$ cat config.mk
export PLATFORM = sky130hd
export DESIGN_NAME = reg_wb_arbiter
export DESIGN_NICKNAME = d
export VERILOG_FILES = /design/src/rtl/reg_file_pkg.sv /design/src/rtl/reg_wb_arbiter_rr_arbiter.sv /design/src/rtl/reg_wb_arbiter.sv
export SDC_FILE = /design/constraint.sdc
export NUM_CORES = 1
export LEC_CHECK = 0
export ABC_AREA = 0
export BUFFER_PORTS_ARGS = -buffer_cell sky130_fd_sc_hd__buf_2
export CELL_PAD_IN_SITES_DETAIL_PLACEMENT = 0
export CELL_PAD_IN_SITES_GLOBAL_PLACEMENT = 1
export CORE_ASPECT_RATIO = 0.9
export CORE_UTILIZATION = 30
export DETAILED_ROUTE_END_ITERATION = 10
export PLACE_DENSITY = 0.9
export SLEW_MARGIN = 40
export SYNTH_ARGS = -nofsm -noshare
export SYNTH_HDL_FRONTEND = slang
export SYNTH_SLANG_ARGS = --single-unit
$ cat constraint.sdc
create_clock -name clock -period 5.8 [get_ports clock]
set_clock_uncertainty 0.1 [all_clocks]
set_input_delay 0.29 -clock clock [delete_from_list [all_inputs] [get_ports clock]]
set_output_delay 0.29 -clock clock [all_outputs]
set_load 0.03 [all_outputs]
$ cat src/rtl/reg_file_pkg.sv
// Shared register-file types plus the writeback-arbiter request type.
// REG_ADDR_WIDTH defaults to 5 (32 architectural registers) unless set by the build.
`ifndef REG_ADDR_WIDTH
`define REG_ADDR_WIDTH 5
`endif

package reg_file_pkg;

    localparam int XLEN = 32;

    typedef logic [XLEN-1:0] arch_reg;

    typedef struct packed {
        logic [`REG_ADDR_WIDTH-1:0] addr_rd;
        logic                       write_enable;
    } reg_file_write_params_t;

    typedef struct packed {
        logic [`REG_ADDR_WIDTH-1:0] addr_rd;
        arch_reg                    data;
    } wb_req_t;

    localparam int WB_MAX_SRC = 8;

endpackage

$ cat src/rtl/reg_wb_arbiter_rr_arbiter.sv
// Round-robin arbiter: one-hot grant from req, scanning upward from a pointer that
// moves to just past the last winner.
module rr_arbiter #(
    parameter int NUM_REQ = 3
) (
    input  logic               clock,
    input  logic               reset_n,
    input  logic [NUM_REQ-1:0] req,
    output logic [NUM_REQ-1:0] gnt
);

    localparam int IDX_W = $clog2(NUM_REQ);

    logic [IDX_W-1:0] rr_ptr;
    logic [IDX_W-1:0] gnt_idx;
    logic             found;

    // Explicit wrap keeps non-power-of-2 NUM_REQ correct.
    always_comb begin
        int j;
        j       = 0;
        gnt     = '0;
        found   = 1'b0;
        gnt_idx = rr_ptr;
        for (int k = 0; k < NUM_REQ; k++) begin
            j = int'(rr_ptr) + k;
            if (j >= NUM_REQ) begin
                j = j - NUM_REQ;
            end
            if (!found && req[j]) begin
                gnt[j]  = 1'b1;
                found   = 1'b1;
                gnt_idx = IDX_W'(j);
            end
        end
    end

    always_ff @(posedge clock or negedge reset_n) begin
        if (!reset_n) begin
            rr_ptr <= '0;
        end else if (found) begin
            if (gnt_idx == IDX_W'(NUM_REQ - 1)) begin
                rr_ptr <= '0;
            end else begin
                rr_ptr <= gnt_idx + IDX_W'(1);
            end
        end
    end

endmodule

$ cat src/rtl/reg_wb_arbiter.sv
// Writeback port arbiter: round-robin among NUM_SRC requesters into one staged write.
// Optional per-source stall counters are built when REG_WB_STATS_EN is defined.
module reg_wb_arbiter
    import reg_file_pkg::*;
#(
    parameter int NUM_SRC = 3
) (
    input  logic                                   clock,
    input  logic                                   reset_n,
    input  logic [NUM_SRC-1:0]                     src_valid,
    input  logic [NUM_SRC-1:0][`REG_ADDR_WIDTH-1:0] src_addr_rd,
    input  arch_reg [NUM_SRC-1:0]                  src_data,
    output logic [NUM_SRC-1:0]                     src_ready,
    output reg_file_write_params_t                 write_params,
    output arch_reg                                data_rd,
    output logic [2**`REG_ADDR_WIDTH-1:0]          wb_busy_mask
`ifdef REG_WB_STATS_EN
    ,
    output logic [NUM_SRC-1:0][31:0]               stall_cnt
`endif
);

    wb_req_t sel_req;
    wb_req_t stage_req;
    logic    stage_we;
    logic    grant_any;

    rr_arbiter #(
        .NUM_REQ (NUM_SRC)
    ) u_arb (
        .clock   (clock),
        .reset_n (reset_n),
        .req     (src_valid),
        .gnt     (src_ready)
    );

    assign grant_any = |src_ready;

    always_comb begin
        sel_req = '0;
        for (int i = 0; i < NUM_SRC; i++) begin
            if (src_ready[i]) begin
                sel_req.addr_rd = src_addr_rd[i];
                sel_req.data    = src_data[i];
            end
        end
    end

    // Writes to x0 are accepted but never enabled, so they cannot mark x0 busy.
    always_ff @(posedge clock or negedge reset_n) begin
        if (!reset_n) begin
            stage_req <= '0;
            stage_we  <= 1'b0;
        end else if (grant_any) begin
            stage_req <= sel_req;
            stage_we  <= (sel_req.addr_rd != '0);
        end else begin
            stage_we  <= 1'b0;
        end
    end

    assign write_params.addr_rd      = stage_req.addr_rd;
    assign write_params.write_enable = stage_we;
    assign data_rd                   = stage_req.data;

    always_comb begin
        wb_busy_mask = '0;
        if (stage_we) begin
            wb_busy_mask[stage_req.addr_rd] = 1'b1;
        end
    end

`ifdef REG_WB_STATS_EN
    always_ff @(posedge clock or negedge reset_n) begin
        if (!reset_n) begin
            stall_cnt <= '0;
        end else begin
            for (int i = 0; i < NUM_SRC; i++) begin
                if (src_valid[i] && !src_ready[i] && (stall_cnt[i] != 32'hFFFF_FFFF)) begin
                    stall_cnt[i] <= stall_cnt[i] + 32'd1;
                end
            end
        end
    end
`endif

endmodule

==> results by group <==
Floorplanning
  – Rows: 31
  – Die extent in x: 98.99 um
  – Core area: 8145 sq um
  – Die Span Y: 89.29 um
  – Die area: 8839 sq um
  – I/O Pins: 189
  – Starting density of the core: between 30% and 40%

Yosys
  – #FFs+latches synth: 40
  – Synth cell count leaders: 68 x a22oi_1, 40 x dfrtp_1, 35 x nor2_1
  – Synth Area in XOR/XNOR: 0%
  – Most used DFF post-synth: dfrtp_1
  – Compound-Gate Fraction of Synth Area: 34.43%
  – Syn Nets: 409
  – EDFF count, synth: 0
  – Biggest area consumer among synthesized cells: dfrtp_1
  – Syn Std Cell Area: 2540 sq um
  – Asr flop ratio synth: 100.0%
  – Post-synthesis mux area share: 0.7882%
  – Synthesized area per cell: 8.789 sq um
  – Yosys top cell area share: 39.41%
  – Syn Inst Count: about 290
  – Largest family of logic cells by synthesized area: compound AO/OA/AOI/OAI gates
  – Netlist cell types: between 40 and 50
  – Synth warn: 0
  – Most common cell in the synthesized netlist: a22oi_1
  – Synth Area in Simple Gates: 16.45%
  – Adder-Cell Fraction of Synth Area: 1.970%
  – Synth area leaders: dfrtp_1 39%, a22oi_1 20%, o21ai_1 5.5%
  – Post-synthesis sequential area ratio: 39.41%

CTS
  – Root Buffer: clkbuf_8
  – TritonCTS Buffers: 5
  – CTS Buffer Depth: 2
  – Clock Sinks: 40
  – TritonCTS clock tree: built
  – Post-CTS resize count: 0
  – Postcts setup bufs: 0
  – CTS clk-pin slew, worst paths: 0.08 ns
  – Clk_lat worst skew: 0.28 ns
  – H-Tree Depth: 2

Place
  – Placed Cells incl. Taps: 553
  – Placer Congestion: 0.8505
  – Post-DP HPWL: 6146 um
  – Port-buffer cells: roughly 190

Global route
  – Tot GR Track Use: about 18%
  – Number of global-route vias before repair: 2547
  – Antenna violations before repair: 0
  – Largest net degree at the start of global routing: 47
  – First-pass GRT wire length: 12390 um
  – GR Overflow Total: 0

Timing
  – Fin. max-slew vios: 0
  – Final Hold Viols: 0
  – Worst slew margin relative to its limit: 51.38%
  – Share of the clock period used by the worst path: 61.10%
  – Final worst path period need: 3.544 ns
  – Final setup viols: 0
  – Setup TNS Final: 0 ns
  – RSZ-0062 raised after global routing: no
  – Slew @ Worst Pin: between 0.7 and 0.8 ns
  – F_max: 0.2822 GHz

Worst setup path
  – FF-to-FF Start: u_arb.rr_ptr[0]
  – CP startpoint kind: flop
  – Critical path data required time: just under 6 ns
  – Worst setup path startpoint: u_arb.rr_ptr[0]
  – Crit path DAT: 3.64 ns
  – WS Path Type: reg2reg
  – Crit end category: flop
  – Critical path fanouts, max: 40
  – R2R Setup Slk: about 2.3 ns

Outcome
  – Status: finished clean

Power
  – Maximum vdd ir drop: 0.3256 mV
  – Pwr/cell area: roughly 700 nW/um^2
  – Leak: 1.815 nW

Drt
  – Metal3 WL: 591 um
  – Via count: 2892
  – # DRC: 0
  – Via density per instance: between 5 and 6
  – Metal2 WL: 4008 um
  – Starting DRC count in detailed routing: 107
  – TritonRoute pass-1 iters: 5
  – Antenna violation net count after detailed routing: 0
  – Met1 WL: 3600 um
  – Post-DR wirelength/cell: 14.56 um
  – Highest metal used: met3
  – Final WL: around 8200 um

Finish
  – Filler Cells Inserted: 840
  – Layout area overhead: 42.96%
  – Final std cells w/o fill: about 560
  – Final net count: 583
  – # diodes: 0
  – Share of post-route cells with drive strength above 1: a little under half

Worst hold path
  – Hold Crit Start: src_data[65]
  – HP Class: in2reg

Flow run
  – Max-cap violations: 0
==> metal layers <==
layer | global-route usage (%) | vias to the layer above
li1 | - | 1425
met2 | 31.34 | 131
met5 | 0 | -
met1 | 22.31 | 1336
met3 | 3.831 | 0
met4 | 3.664 | 0
==> state kept, by name, indices dropped and copies added (netlist names) <==
| signal | count |
|---|---|
| data_rd | 32 |
| write_params | 5 |
| u_arb.rr_ptr | 2 |
| stage_we | 1 |
==> timing repair <==
item | in CTS | in global routing
hold buffers | 1 | 0
endpoints found under the hold margin | 40 | 0
setup endpoints to repair | 0 | 0
==> kinds of logic (layout without fill, tap and decap cells) <==
kind of cell	count (synthesis)	count (layout)
adder cells (fa/ha/maj)	4	4
flip-flops	40	40
buffers and inverters	33	208
multiplexers	2	2
AO/OA/AOI/OAI	129	129
AND/OR/NAND/NOR	81	81
==> worst max-delay path, cell delays in order, from the launching register on <==
cell and delay (ns):
dfrtp_1 0.39, inv_1 0.09, ha_1 0.50, nor4bb_1 0.11
a31o_1 0.22, a311oi_1 0.28, o21a_2 0.24, inv_2 0.30
nor3_4 0.64, buf_4 0.38, a22oi_1 0.09, o21ai_0 0.10
==> through the flow <==
stage	worst slack, ns	power, mW	hold WS [ns]	area (sq um)	utilization (%)
2_1_floorplan	3.135	1.983	-0.1056	2540	-
3_3_place_gp	2.371	2.340	0.3523	3492	42.87
3_5_place_dp	2.238	2.390	0.2015	3495	42.90
4_1_cts	2.121	2.618	0.1289	3616	44.39
5_1_grt	1.974	2.839	0.1316	3631	44.58
6_report	2.256	2.619	0.1417	3631	44.58
==> layout make-up <==
cell class | instances | area (sq um) | share of cell area (%)
inverters | 7 | 26.28 | 0.7236
well taps | 99 | 123.9 | 3.411
multi-input cells | 216 | 1378 | 37.94
flip-flops and latches | 40 | 1001 | 27.57
clock inverters | 3 | 42.54 | 1.172
clock buffers | 5 | 68.82 | 1.895
repair buffers | 193 | 991.0 | 27.29
==> where the power goes <==
group / internal, mW / leakage (nW) / switching [mW]
clock: 0.127 / 0.0541 / 0.0964
combinational: 0.618 / 1.28 / 1.24
sequential: 0.438 / 0.483 / 0.104
==> cells in the final DEF, fill, tap and decap left out, drive strengths merged, types with 2 or more instances in the layout <==
cell type and count:
nand2 11, a21oi 8, and2 2, nor2 35
o21ai 40, nor3 3, nand2b 4, clkbuf 5
nor2b 5, nand3b 5, a31oi 2, ha 4
a22oi 68, inv 7, a22o 2, or3b 3
nand3 6, dfrtp 40, and4 2, buf 192
mux2i 2
==> worst paths after layout <==
kind,end,depth (start not counted)
setup / recovery,data_rd[8],11
hold / removal,data_rd[1],3
setup reg to reg,data_rd[8],11
hold reg to reg,data_rd[31],2
max in group asynchronous,data_rd[3],2
min in group asynchronous,data_rd[24],2
No activity file was read; power rests on OpenSTA's default activity.
